`src/rtl/rr_arb8_dec.sv`:
```
// rr_arb8_dec: 8-way round-robin arbiter with a registered grant index,
// one-hot grant decode and an optional hold limit that forces a release.
module rr_arb8_dec #(
    parameter int MAX_HOLD = 16,
    parameter int CNT_W    = 5
) (
    input  logic       clk,
    input  logic       rst,
    input  logic       en,
    input  logic [7:0] req,
    output logic [7:0] gnt,
    output logic [2:0] gnt_idx,
    output logic       gnt_vld,
    output logic       preempt
);

    typedef enum logic {IDLE = 1'b0, BUSY = 1'b1} state_t;

    // Last BUSY count before a forced release; unused when MAX_HOLD is 0.
    localparam logic [CNT_W-1:0] HOLD_LAST =
        (MAX_HOLD == 0) ? '0 : CNT_W'(MAX_HOLD - 1);

    state_t           state;
    logic [2:0]       ptr;
    logic [CNT_W-1:0] hold_cnt;
    logic [2:0]       pick;
    logic [2:0]       cand;

    // Rotating priority search: ptr+1 first, ptr itself last. Scanning
    // downwards lets the nearest candidate overwrite the farther ones.
    always_comb begin
        pick = ptr;
        cand = ptr;
        for (int k = 8; k >= 1; k--) begin
            cand = ptr + 3'(k);
            if (req[cand]) pick = cand;
        end
    end

    // Arbitration FSM; every output is a register so req never reaches gnt
    // combinationally.
    always_ff @(posedge clk) begin
        if (rst) begin
            state    <= IDLE;
            ptr      <= 3'd7;
            hold_cnt <= '0;
            gnt      <= '0;
            gnt_idx  <= 3'd7;
            gnt_vld  <= 1'b0;
            preempt  <= 1'b0;
        end else begin
            preempt <= 1'b0;
            case (state)
                IDLE: begin
                    if (en && (req != 8'h00)) begin
                        state    <= BUSY;
                        ptr      <= pick;
                        gnt_idx  <= pick;
                        gnt_vld  <= 1'b1;
                        gnt      <= 8'b1 << pick;
                        hold_cnt <= '0;
                    end
                end
                BUSY: begin
                    if (!req[gnt_idx]) begin
                        // Holder let go; one IDLE cycle gives bus turnaround.
                        state   <= IDLE;
                        gnt_vld <= 1'b0;
                        gnt     <= '0;
                    end else if ((MAX_HOLD != 0) && (hold_cnt == HOLD_LAST)) begin
                        // Hold limit reached; ptr already points at the holder,
                        // so every other requester goes first next time.
                        state   <= IDLE;
                        gnt_vld <= 1'b0;
                        gnt     <= '0;
                        preempt <= 1'b1;
                    end else if (hold_cnt != {CNT_W{1'b1}}) begin
                        hold_cnt <= hold_cnt + 1'b1;
                    end
                end
                default: begin
                    state   <= IDLE;
                    gnt_vld <= 1'b0;
                    gnt     <= '0;
                end
            endcase
        end
    end

endmodule

```
`config.mk`:
```
export PLATFORM = sky130hd
export DESIGN_NAME = rr_arb8_dec
export DESIGN_NICKNAME = d
export VERILOG_FILES = /design/src/rtl/rr_arb8_dec.sv
export SDC_FILE = /design/constraint.sdc
export NUM_CORES = 1
export LEC_CHECK = 0
export ABC_AREA = 1
export CAP_MARGIN = 40
export CORE_UTILIZATION = 39
export CTS_CLUSTER_DIAMETER = 80
export CTS_CLUSTER_SIZE = 25
export DETAILED_ROUTE_END_ITERATION = 16
export PLACE_DENSITY_LB_ADDON = 0.15
export SLEW_MARGIN = 20
export SYNTH_ARGS = -nofsm -noshare
export SYNTH_HDL_FRONTEND = slang
export SYNTH_SLANG_ARGS = --single-unit
```
`constraint.sdc`:
```
create_clock -name clk -period 2.3 [get_ports clk]
set_input_delay 0.345 -clock clk [delete_from_list [all_inputs] [get_ports clk]]
set_output_delay 0.345 -clock clk [all_outputs]
set_load 0.05 [all_outputs]
```
==> flow_metrics.py, run 1 <==
metrics = {
    "grt": {
        "grt_pass1_vias": 1410,
        "grt_max_degree": 13,
        "track_usage_pct": 18.9,
        "gr-total-overflow": 0,
        "grt_pass1_wl_um": 6080,
        "antenna_found_initial": 0,
    },
    "hold_path": {
        "holdPathStages": 2,
        "holdPathEnd": "gnt_vld",
        "hp-start": "gnt_vld",
        "holdCritPathClass": "flop to flop",
    },
    "place": {
        "place_inst": 291,
        "portBuffers": 23,
        "place_congestion": 0.941,
        "hpwlAfterDp_um": 2670,
        "placed_cell_area_sq_um": 1780,
    },
    "worst_setup_path": {
        "cp.required_ns": 1.96,
        "worstSetupPathType": "flop to output pin",
        "r2r_cells": 15,
        "path_max_fanout": 6,
        "crit_start": "ptr[2]",
        "regToRegStartpoint": "ptr[0]",
        "r2r_slack_ns": 0.21,
        "start_kind": "flop",
        "reg2reg_to": "gnt[5]",
        "arrival_ns": 1.75,
        "crit_path_end_kind": "output pin",
    },
    "logic_synthesis": {
        "synth.top_cells.by_count": "58 x nand2_1, 34 x nand3_1, 19 x dfxtp_1",
        "async_flop_share_pct": 0,
        "yosysTopAreaCellShare_pct": 25.9,
        "synthesis.nets": 235,
        "synth.cell_area_sq_um": 1470,
        "synth_top_family_by_area": "simple AND/OR/NAND/NOR gates",
        "ys_types": 27,
        "synth-compound-area-share_pct": 10.2,
        "synth-xor-area-share_pct": 2.30,
        "synthFlopType": "dfxtp_1",
        "synth_mux_area_share_pct": 0,
        "synth_most_common_cell": "nand2_1",
        "synth_edf_count": 0,
        "synth_area_leaders": "dfxtp_1 26%, nand2_1 15%, nand3_1 12%",
        "synth.largest_area_cell": "dfxtp_1",
        "synth_simple_gate_area_share_pct": 47.4,
        "yosysWarnings": 0,
        "synthAdderAreaFrac_pct": 4.25,
        "ys_seq_area_share_pct": 25.9,
        "synth-seq-cells": 19,
        "synth.avg_cell_area_sq_um": 6.72,
        "syn-instance-count": 219,
    },
    "timing": {
        "rsz0062_at_grt": "no",
        "fmax_mhz": 477,
        "setup_tns_ns": 0,
        "skew_ns": 0.00492,
        "tightest_slew_ns": 0.500,
        "maxSlewViolCount": 0,
        "hold_viol_final": 0,
        "setup_viol": 0,
        "period_minus_slack_ns": 2.10,
        "whs_ns": 0.464,
        "maxSlewHeadroom_pct": 66.5,
        "period_share_pct": 91.2,
    },
    "final_layout": {
        "design_area_sq_um": 1840,
        "utilization_pct": 53.0,
        "fin_nets": 267,
        "stdcell_count": 296,
        "fill_cells": 363,
        "layout-drive-gt1-share_pct": 25.2,
        "syn2layout_area_growth_pct": 24.8,
        "n_antenna_cell": 0,
    },
    "clock_network": {
        "cts_tree": "done",
        "htree_num_levels": 1,
        "cts_made_buffers": 3,
        "cts_sinks": 19,
        "cts_root_buf": "clkbuf_8",
        "cts_buffer_depth": 2,
        "clk_latency_ns": 0.26,
        "clk_pin_slew_worst_paths_ns": 0.07,
        "ctsHoldBuffers": 0,
    },
    "pwr": {
        "power.leakage_nw": 0.850,
        "vdd_ir_drop_max_uv": 491,
        "power.density_nw_per_um2": 1140,
    },
    "detailed_routing": {
        "drtIter0Drc": 78,
        "wl_per_cell_um": 11.5,
        "ant_nets": 0,
        "wl_um": 3420,
        "via_count": 1448,
        "drc": 0,
        "dr.pass1.iters": 4,
        "viasPerCell": 4.89,
    },
    "die": {
        "io_pins": 24,
        "core_area_sq_um": 3470,
        "die_w_um": 63.4,
        "die_area_sq_um": 4020,
        "num_rows": 21,
        "die_h_um": 63.4,
        "start_util_pct": 42.4,
    },
    "flow_run": {
        "maxCapViolCount": 0,
    },
    "status": {
        "status": "finished, final reports clean",
    },
}
## metrics by stage
stage                     total power, mW  setup WS (ns)
after detailed placement             1.84          0.158
after CTS                            2.08          0.175
after global placement               1.84          0.140
after floorplan                      1.54         0.0862
final                                2.09          0.203
after global routing                 2.29        0.00139
## cell type report
cell class                 instances  area [sq um]  share of cell area [%]
tap                               46          57.6                    3.13
multi-input combinational        168           946                    51.5
timing repair buffer              32           302                    16.4
sequential                        19           383                    20.8
inverter                          27           104                    5.65
clock buffer                       4          45.0                    2.45
## registers in the layout, summed over array words and instances, names as in the netlist
signal,flops
gnt,8
hold_cnt,5
ptr,3
gnt_vld,1
preempt,1
state,1
## cell families (layout without fill, tap and decap cells)
| logic type | after synthesis | after routing |
|---|---|---|
| AO/OA/AOI/OAI | 27 | 27 |
| XOR/XNOR | 3 | 3 |
| adder cells (fa/ha/maj) | 5 | 5 |
| buffers and inverters | 32 | 63 |
| flip-flops | 19 | 19 |
| AND/OR/NAND/NOR | 133 | 133 |
## layout by cell type (no fill, tap or decap)
cell / instances
nand2_1: 58
nand3_1: 34
clkdlybuf4s50_1: 23
a21oi_1: 18
dfxtp_1: 17
inv_1: 15
nand2_2: 15
inv_2: 11
nand3_2: 9
buf_4: 8
nor2_1: 6
ha_1: 4
a21oi_2: 3
nand2_4: 3
o21ai_0: 3
clkbuf_8: 3
nor4_1: 2
nor2_4: 2
xor2_1: 2
dfxtp_2: 2
inv_4: 1
and3_1: 1
a21boi_0: 1
xor2_2: 1
nor2_2: 1
or2_4: 1
o22ai_1: 1
o21ai_1: 1
nand4_2: 1
ha_2: 1
clkbuf_1: 1
buf_6: 1
## routing by layer
layer	track usage, %	wire, um	vias up
li1	-	-	779
met1	23.5	1700	637
met2	31.6	1510	25
met3	2.72	127	7
met4	9.09	82	0
met5	0	0	-
## worst max-delay path by stage
stage                  to  slack (ns)  cells past startpoint
6_report       gnt_idx[2]        0.20                      2
5_1_grt            ptr[1]       0.001                     15
4_1_cts            gnt[5]        0.17                     17
3_5_place_dp       gnt[5]        0.16                     17
3_3_place_gp       gnt[5]        0.14                     15
2_1_floorplan      gnt[5]        0.09                     18
## power by group
part | switching, mW | internal (mW) | total [mW]
registers | 0.0355 | 0.379 | 0.414
clock network | 0.114 | 0.123 | 0.237
logic | 0.952 | 0.488 | 1.44
total | 1.10 | 0.990 | 2.09
## critical path, cell delays in order (launching register included)
cell and delay [ns]:
dfxtp_1 0.50, buf_4 0.20, clkdlybuf4s50_1 0.80
## what timing repair did
| action | CTS | global route |
|---|---|---|
| setup buffers | 0 | 1 |
| gates resized for setup | 0 | 2 |
| setup endpoints to repair | 0 | 9 |
Power figures use the tool's default switching activity.
==> inputs of run 2 (changes only) <==
--- a/config.mk
+++ b/config.mk
@@ -6,7 +6,7 @@
 export NUM_CORES = 1
 export LEC_CHECK = 0
 export ABC_AREA = 1
-export CAP_MARGIN = 40
+export CAP_MARGIN = 20
 export CORE_UTILIZATION = 39
 export CTS_CLUSTER_DIAMETER = 80
 export CTS_CLUSTER_SIZE = 25
==> results of run 2 <==
No change in the layout: final DEF, timing and power equal those of run 1.
